<file path="src/rtl/reservation_station_pkg.sv">
// Shared CPU types for the Tomasulo back end: RS tags, opcodes, station states, operand record.
package cpu_types;

    localparam int RS_TAG_W = 3;
    localparam int RS_XLEN  = 32;

    typedef enum logic [RS_TAG_W-1:0] {
        STORE_1 = 3'd0,
        STORE_2 = 3'd1,
        LOAD_1  = 3'd2,
        LOAD_2  = 3'd3,
        ALU_1   = 3'd4,
        ALU_2   = 3'd5,
        INVALID = 3'd7
    } RS_tag_type;

    localparam logic [6:0] OPC_LOAD  = 7'b0000011;
    localparam logic [6:0] OPC_STORE = 7'b0100011;
    localparam logic [6:0] OPC_ALU   = 7'b0110011;
    localparam logic [6:0] OPC_ALUI  = 7'b0010011;

    // Kept as plain constants so older tools and waveform scripts see fixed encodings.
    typedef logic [1:0] rs_state_t;
    localparam rs_state_t IDLE  = 2'd0;
    localparam rs_state_t WAIT  = 2'd1;
    localparam rs_state_t READY = 2'd2;

    typedef struct packed {
        logic                rdy;
        logic [RS_TAG_W-1:0] tag;
        logic [RS_XLEN-1:0]  val;
    } operand_t;

endpackage

</file>
<file path="src/rtl/reservation_station_if.sv">
// Dispatch, CDB and FU-side signals of one reservation station.
interface rs_if #(
    parameter int TAG_W = 3,
    parameter int XLEN  = 32
);
    logic             DISP_VALID;
    logic [TAG_W-1:0] DEST_RS;
    logic [10:0]      DISP_OP;
    logic [TAG_W-1:0] DISP_DST;
    logic [TAG_W-1:0] DISP_Q1, DISP_Q2;
    logic             DISP_R1, DISP_R2;
    logic [XLEN-1:0]  DISP_V1, DISP_V2;
    logic             CDB_VALID;
    logic [TAG_W-1:0] CDB_TAG;
    logic [XLEN-1:0]  CDB_DATA;
    logic             FU_READY;
    logic             FU_VALID;
    logic [10:0]      FU_OP;
    logic [XLEN-1:0]  FU_A, FU_B;
    logic [TAG_W-1:0] FU_DST;
    logic             BUSY;

    modport master (
        output DISP_VALID, DEST_RS, DISP_OP, DISP_DST, DISP_Q1, DISP_Q2,
               DISP_R1, DISP_R2, DISP_V1, DISP_V2, CDB_VALID, CDB_TAG, CDB_DATA, FU_READY,
        input  FU_VALID, FU_OP, FU_A, FU_B, FU_DST, BUSY
    );

    modport slave (
        input  DISP_VALID, DEST_RS, DISP_OP, DISP_DST, DISP_Q1, DISP_Q2,
               DISP_R1, DISP_R2, DISP_V1, DISP_V2, CDB_VALID, CDB_TAG, CDB_DATA, FU_READY,
        output FU_VALID, FU_OP, FU_A, FU_B, FU_DST, BUSY
    );
endinterface

</file>
<file path="src/rtl/reservation_station_slot.sv">
// One source operand: captures at dispatch (value, CDB bypass, or tag) and snoops the CDB while waiting.
module rs_operand_slot #(
    parameter int TAG_W = 3,
    parameter int XLEN  = 32
) (
    input  logic             clk,
    input  logic             rst,
    input  logic             cap_i,
    input  logic             snoop_i,
    input  logic             r_i,
    input  logic [XLEN-1:0]  v_i,
    input  logic [TAG_W-1:0] q_i,
    input  logic             cdb_valid_i,
    input  logic [TAG_W-1:0] cdb_tag_i,
    input  logic [XLEN-1:0]  cdb_data_i,
    output logic             rdy_o,
    output logic             rdy_next_o,
    output logic [XLEN-1:0]  val_o
);
    typedef struct packed {
        logic             rdy;
        logic [TAG_W-1:0] tag;
        logic [XLEN-1:0]  val;
    } slot_t;

    slot_t opnd_q, opnd_d;

    always_comb begin
        opnd_d = opnd_q;
        if (cap_i) begin
            opnd_d.tag = q_i;
            if (r_i) begin
                opnd_d.rdy = 1'b1;
                opnd_d.val = v_i;
            end else if (cdb_valid_i && cdb_tag_i == q_i) begin
                opnd_d.rdy = 1'b1;
                opnd_d.val = cdb_data_i;
            end else begin
                opnd_d.rdy = 1'b0;
                opnd_d.val = '0;
            end
        end else if (snoop_i && !opnd_q.rdy && cdb_valid_i && cdb_tag_i == opnd_q.tag) begin
            opnd_d.rdy = 1'b1;
            opnd_d.val = cdb_data_i;
        end
    end

    always_ff @(posedge clk or posedge rst) begin
        if (rst) opnd_q <= '0;
        else     opnd_q <= opnd_d;
    end

    assign rdy_o      = opnd_q.rdy;
    assign rdy_next_o = opnd_d.rdy;
    assign val_o      = opnd_q.val;
endmodule

</file>
<file path="src/rtl/reservation_station.sv">
// Single-entry Tomasulo reservation station: accept, CDB snoop, FU issue handshake.
// Optional RS_FLUSH_EN adds a synchronous FLUSH input that empties the entry.
module reservation_station
    import cpu_types::*;
#(
    parameter int RS_ID = 4,
    parameter int TAG_W = 3,
    parameter int XLEN  = 32
) (
    input  logic CLK,
    input  logic RST,
`ifdef RS_FLUSH_EN
    input  logic FLUSH,
`endif
    rs_if.slave  bus
);
    localparam logic [TAG_W-1:0] MY_TAG = TAG_W'(RS_ID);

    rs_state_t   state_q, state_d;
    logic        fu_valid_q, fu_valid_d;
    logic [10:0] op_q, op_d;
    logic [TAG_W-1:0] dst_q, dst_d;
    logic        flush;
    logic        accept, handshake, snoop;
    logic [1:0]  rdy, rdy_next;
    logic [1:0][XLEN-1:0] val;

`ifdef RS_FLUSH_EN
    assign flush = FLUSH;
`else
    assign flush = 1'b0;
`endif

    assign accept    = bus.DISP_VALID && bus.DEST_RS == MY_TAG && state_q == IDLE && !flush;
    assign handshake = fu_valid_q && bus.FU_READY;
    assign snoop     = state_q == WAIT && !flush;

    rs_operand_slot #(.TAG_W(TAG_W), .XLEN(XLEN)) u_src1 (
        .clk(CLK), .rst(RST), .cap_i(accept), .snoop_i(snoop),
        .r_i(bus.DISP_R1), .v_i(bus.DISP_V1), .q_i(bus.DISP_Q1),
        .cdb_valid_i(bus.CDB_VALID), .cdb_tag_i(bus.CDB_TAG), .cdb_data_i(bus.CDB_DATA),
        .rdy_o(rdy[0]), .rdy_next_o(rdy_next[0]), .val_o(val[0])
    );

    rs_operand_slot #(.TAG_W(TAG_W), .XLEN(XLEN)) u_src2 (
        .clk(CLK), .rst(RST), .cap_i(accept), .snoop_i(snoop),
        .r_i(bus.DISP_R2), .v_i(bus.DISP_V2), .q_i(bus.DISP_Q2),
        .cdb_valid_i(bus.CDB_VALID), .cdb_tag_i(bus.CDB_TAG), .cdb_data_i(bus.CDB_DATA),
        .rdy_o(rdy[1]), .rdy_next_o(rdy_next[1]), .val_o(val[1])
    );

    always_comb begin
        state_d = state_q;
        op_d    = op_q;
        dst_d   = dst_q;
        case (state_q)
            IDLE:  if (accept) begin
                       op_d    = bus.DISP_OP;
                       dst_d   = bus.DISP_DST;
                       state_d = (&rdy_next) ? READY : WAIT;
                   end
            // Ready bits are looked at post-capture so the last CDB edge also lands in READY.
            WAIT:  if (&rdy_next) state_d = READY;
            READY: if (handshake) state_d = IDLE;
            default: state_d = IDLE;
        endcase
        if (flush) state_d = IDLE;
        fu_valid_d = state_d == READY;
    end

    always_ff @(posedge CLK or posedge RST) begin
        if (RST) begin
            state_q    <= IDLE;
            fu_valid_q <= 1'b0;
            op_q       <= '0;
            dst_q      <= '0;
        end else begin
            state_q    <= state_d;
            fu_valid_q <= fu_valid_d;
            op_q       <= op_d;
            dst_q      <= dst_d;
        end
    end

    // rdy is implied by state; only the values are forwarded.
    logic unused_rdy;
    assign unused_rdy = ^rdy;

    assign bus.FU_VALID = fu_valid_q;
    assign bus.FU_OP    = op_q;
    assign bus.FU_A     = val[0];
    assign bus.FU_B     = val[1];
    assign bus.FU_DST   = dst_q;
    assign bus.BUSY     = state_q != IDLE;
endmodule

</file>
<file path="src/flat_wrapper.sv">
// flat-port wrapper written by rule: the top's interface ports become plain ports
module reservation_station_flat import cpu_types::*;
#(
    parameter int RS_ID = 4,
    parameter int TAG_W = 3,
    parameter int XLEN  = 32
)
  (CLK, RST, bus_DISP_VALID, bus_DEST_RS, bus_DISP_OP, bus_DISP_DST, bus_DISP_Q1, bus_DISP_Q2, bus_DISP_R1, bus_DISP_R2, bus_DISP_V1, bus_DISP_V2, bus_CDB_VALID, bus_CDB_TAG, bus_CDB_DATA, bus_FU_READY, bus_FU_VALID, bus_FU_OP, bus_FU_A, bus_FU_B, bus_FU_DST, bus_BUSY);
  rs_if #(.TAG_W(TAG_W), .XLEN(XLEN)) bus_i ();
  input  logic CLK;
  input  logic RST;
  input wire logic [$bits(bus_i.DISP_VALID)-1:0] bus_DISP_VALID;
  input wire logic [$bits(bus_i.DEST_RS)-1:0] bus_DEST_RS;
  input wire logic [$bits(bus_i.DISP_OP)-1:0] bus_DISP_OP;
  input wire logic [$bits(bus_i.DISP_DST)-1:0] bus_DISP_DST;
  input wire logic [$bits(bus_i.DISP_Q1)-1:0] bus_DISP_Q1;
  input wire logic [$bits(bus_i.DISP_Q2)-1:0] bus_DISP_Q2;
  input wire logic [$bits(bus_i.DISP_R1)-1:0] bus_DISP_R1;
  input wire logic [$bits(bus_i.DISP_R2)-1:0] bus_DISP_R2;
  input wire logic [$bits(bus_i.DISP_V1)-1:0] bus_DISP_V1;
  input wire logic [$bits(bus_i.DISP_V2)-1:0] bus_DISP_V2;
  input wire logic [$bits(bus_i.CDB_VALID)-1:0] bus_CDB_VALID;
  input wire logic [$bits(bus_i.CDB_TAG)-1:0] bus_CDB_TAG;
  input wire logic [$bits(bus_i.CDB_DATA)-1:0] bus_CDB_DATA;
  input wire logic [$bits(bus_i.FU_READY)-1:0] bus_FU_READY;
  output wire logic [$bits(bus_i.FU_VALID)-1:0] bus_FU_VALID;
  output wire logic [$bits(bus_i.FU_OP)-1:0] bus_FU_OP;
  output wire logic [$bits(bus_i.FU_A)-1:0] bus_FU_A;
  output wire logic [$bits(bus_i.FU_B)-1:0] bus_FU_B;
  output wire logic [$bits(bus_i.FU_DST)-1:0] bus_FU_DST;
  output wire logic [$bits(bus_i.BUSY)-1:0] bus_BUSY;
  assign bus_i.DISP_VALID = bus_DISP_VALID;
  assign bus_i.DEST_RS = bus_DEST_RS;
  assign bus_i.DISP_OP = bus_DISP_OP;
  assign bus_i.DISP_DST = bus_DISP_DST;
  assign bus_i.DISP_Q1 = bus_DISP_Q1;
  assign bus_i.DISP_Q2 = bus_DISP_Q2;
  assign bus_i.DISP_R1 = bus_DISP_R1;
  assign bus_i.DISP_R2 = bus_DISP_R2;
  assign bus_i.DISP_V1 = bus_DISP_V1;
  assign bus_i.DISP_V2 = bus_DISP_V2;
  assign bus_i.CDB_VALID = bus_CDB_VALID;
  assign bus_i.CDB_TAG = bus_CDB_TAG;
  assign bus_i.CDB_DATA = bus_CDB_DATA;
  assign bus_i.FU_READY = bus_FU_READY;
  assign bus_FU_VALID = bus_i.FU_VALID;
  assign bus_FU_OP = bus_i.FU_OP;
  assign bus_FU_A = bus_i.FU_A;
  assign bus_FU_B = bus_i.FU_B;
  assign bus_FU_DST = bus_i.FU_DST;
  assign bus_BUSY = bus_i.BUSY;
  reservation_station #(.RS_ID(RS_ID), .TAG_W(TAG_W), .XLEN(XLEN)) u_core (.CLK(CLK), .RST(RST), .bus(bus_i));
endmodule
</file>
<file path="config.mk">
export PLATFORM = sky130hd
export DESIGN_NAME = reservation_station_flat
export DESIGN_NICKNAME = d
export VERILOG_FILES = /design/src/rtl/reservation_station_pkg.sv /design/src/rtl/reservation_station_if.sv /design/src/rtl/reservation_station_slot.sv /design/src/rtl/reservation_station.sv /design/src/flat_wrapper.sv
export SDC_FILE = /design/constraint.sdc
export NUM_CORES = 1
export LEC_CHECK = 0
export CAP_MARGIN = 20
export CORE_MARGIN = 2
export CORE_UTILIZATION = 40
export CTS_CLUSTER_DIAMETER = 60
export DETAILED_ROUTE_END_ITERATION = 10
export PLACE_DENSITY = 0.89
export SYNTH_ARGS = -nofsm -noshare
export SYNTH_HDL_FRONTEND = slang
export SYNTH_SLANG_ARGS = --single-unit
</file>
<file path="constraint.sdc">
create_clock -name CLK -period 4.41 [get_ports CLK]
set_input_delay 0.441 -clock CLK [delete_from_list [all_inputs] [get_ports CLK]]
set_output_delay 0.441 -clock CLK [all_outputs]
set_load 0.005 [all_outputs]
</file>
==> impl_metrics.csv <==
group,metric,value,unit
synth,syn_area,4510,µm²
drt,viasPerCell,5.65,
sta,slew_viol_final,0,
drt,finalWirelength,13300,µm
min_path,hold_class,"reg2reg",
worst_setup_path,path_buf_inv,2,
floorplan,initial_core_util,0.413,
clock_network,postCtsHoldBufs,0,
global_routing,grt_use_total,0.218,
power_and_ir_drop,p_leak,3.03,nW
sta,max-slew-margin-rel,0.269,
worst_setup_path,crit_path_max_incr_delay,1.05,ns
cells_and_area,diodes,0,
cells_and_area,utilization,0.591,
drt,post_drt_wl_per_cell,19.2,µm
floorplan,fp.dieH,110,µm
drt,ant_nets,0,
global_routing,grt_pass1_vias,3972,
synth,ys_types,29,
synth,syn_avg_cell_area,10.7,µm²
status,outcome,"complete, no violations",
synth,ys_warn_count,0,
synth,synth_top_cell_by_area,"dfrtp_1",
clock_network,clock_sink_count,89,
drt,drtIter0Drc,234,
sta,fmax,365,MHz
drt,drc,0,
worst_setup_path,path_delay_family,"compound AO/OA/AOI/OAI gates",
floorplan,die-area,12200,µm²
clock_network,clock_latency,0.33,ns
worst_setup_path,worstPathArrival,2.99,ns
cells_and_area,final_cells,693,
floorplan,num_rows,38,
worst_setup_path,path_cells,"clkdlybuf4s50_1, and4bb_1, nand2_2, o32ai_4, buf_4, a221o_1",
clock_network,post_cts_buffers,0,
global_routing,antenna_found_initial,0,
job,cap_violations,0,
drt,firstDrtPassIters,5,
clock_network,clk_pin_slew,0.07,ns
sta,setup-violations-final,0,
cells_and_area,final_common_cell,"clkdlybuf4s50_1",
global_routing,grt_pass1_wl,20300,µm
floorplan,die_x,110,µm
synth,synthesis.nets,549,
clock_network,cts_made_buffers,9,
clock_network,cts_tree,"yes",
worst_setup_path,crit_path_top_delay_cell,"o32ai_4",
cells_and_area,finalNetCount,677,
sta,hold_viol_final,0,
cells_and_area,layout_common_cells,"208 x clkdlybuf4s50_1, 89 x dfrtp_1, 64 x and3_1, 64 x a221o_1, 61 x nand2_1",
synth,synth_cells,420,
worst_setup_path,crit_path_start_kind,"input pin",
worst_setup_path,cp.required,4.67,ns
floorplan,core_region_area,10900,µm²
sta,fin_setup_tns,0,ns
cells_and_area,drive_above_1_share,0.0506,
clock_network,cts_root_buffer,"clkbuf_16",
sta,period_share,0.621,
placed_design,gp_congestion,0.762,
synth,ys_ff_latch,89,
sta,finalClockSkew,0.00978,ns
clock_network,cts_resized,0,
synth,synth_top_area_frac,0.493,
global_routing,grt_max_degree,88,
placed_design,io_buffer_count,208,
placed_design,place_inst,677,
power_and_ir_drop,vdd_drop_max,213,µV
worst_setup_path,worstSetupPathType,"in2reg",
worst_setup_path,path_max_fanout,28,
drt,vias,3914,
synth,yosysSeqAreaShare,0.493,
clock_network,clockBufferDepth,2,
synth,ys_top_cells_by_area,"dfrtp_1 49%, a221o_1 14%, buf_4 11%",
clock_network,h-tree-depth,3,
global_routing,overflow,0,
sta,worst_pin_slew,1.10,ns
sta,rsz0062_at_grt,"false",
sta,layout_min_cycle_time,2.74,ns
floorplan,ios,209,
power_and_ir_drop,powerDensity,498,nW/µm²
placed_design,dp_hpwl,9490,µm
cells_and_area,syn2layout_area_growth,43.3,%
worst_setup_path,cp-end-kind,"flop",
-- path summary, 6_finish.rpt --
path,startpoint,endpoint,slack [ns],cells past startpoint
worst max-delay path,bus_DEST_RS[0],u_core.u_src1.val_o[3],1.67,6
worst min-delay path,u_core.bus.FU_DST[0],u_core.bus.FU_DST[0],0.48,2
worst max register to register,u_core.state_q[0],u_core.u_src1.val_o[3],1.81,5
worst min register to register,u_core.bus.FU_DST[0],u_core.bus.FU_DST[0],0.48,2
max in group asynchronous,RST,u_core.bus.FU_VALID,2.84,3
min in group asynchronous,RST,u_core.u_src1.val_o[2],0.53,2
-- worst register-to-register path, stage by stage (launching register included) --
cell	delay [ns]
dfrtp_1	0.41
nor2_1	0.23
nand2_2	0.37
o32ai_4	1.06
buf_4	0.31
a221o_1	0.16
-- final cells by class --
| cell class | instances | area, µm² |
|---|---|---|
| clock buffers | 10 | 239 |
| flip-flops and latches | 89 | 2230 |
| multi-input cells | 229 | 1610 |
| clock inverters | 6 | 66.3 |
| inverters | 5 | 20.0 |
| well taps | 140 | 175 |
| repair buffers | 214 | 2130 |
| fillers | 916 | 4470 |
-- sequential cells by signal (all words and copies together), names as in the netlist --
signal / cells
u_core.bus.FU_DST: 3
u_core.bus.FU_OP: 11
u_core.bus.FU_VALID: 1
u_core.state_q: 2
u_core.u_src1.opnd_q: 3
u_core.u_src1.rdy_o: 1
u_core.u_src1.val_o: 32
u_core.u_src2.opnd_q: 3
u_core.u_src2.rdy_o: 1
u_core.u_src2.val_o: 32
-- synthesized netlist by cell type (all sizes together) --
| master | instances |
|---|---|
| a211o | 2 |
| and4bb | 1 |
| a32o | 1 |
| buf | 85 |
| inv | 5 |
| o32ai | 1 |
| o32a | 1 |
| a41oi | 2 |
| o22ai | 1 |
| clkbuf | 12 |
| o21a | 1 |
| and3 | 64 |
| a221o | 64 |
| and4 | 3 |
| and2 | 1 |
| a31oi | 1 |
| xnor2 | 12 |
| nor2 | 1 |
| nor3 | 3 |
| nand4 | 3 |
| dfrtp | 89 |
| a211oi | 1 |
| a21oi | 3 |
| nand2 | 62 |
| and3b | 1 |
-- power by group --
| part | internal, mW | switching, mW | total [mW] |
|---|---|---|---|
| registers | 1.11 | 0.191 | 1.30 |
| clock network | 0.457 | 0.315 | 0.772 |
| logic | 0.774 | 0.372 | 1.15 |
-- cells by family after synthesis --
group / synth area share
AOI/OAI and AO/OA: 0.168
xor gates and xnor gates: 0.0233
buffers and inverters: 0.154
DFF: 0.493
and+or+nand+nor: 0.162
-- layer usage --
metal,track usage,part of all wire,vias to the layer above
li1,-,-,1738
met3,0.0500,0.077,17
met2,0.392,0.52,190
met1,0.262,0.39,1969
met5,0,0,-
met4,0.0607,0.012,0
-- per-stage QoR --
| step | instance area [µm²] | setup WS (ns) | power (mW) | hold slack, ns |
|---|---|---|---|---|
| detailed placement | 6160 | 1.33 | 2.46 | 0.466 |
| global route | 6470 | 1.49 | 3.41 | 0.510 |
| floorplan | 4510 | 1.66 | 1.95 | 0.467 |
| CTS | 6470 | 1.68 | 3.24 | 0.485 |
| global placement | 6160 | 1.45 | 2.41 | 0.458 |
| finish | 6470 | 1.67 | 3.22 | 0.481 |
Power figures use the tool's default switching activity.
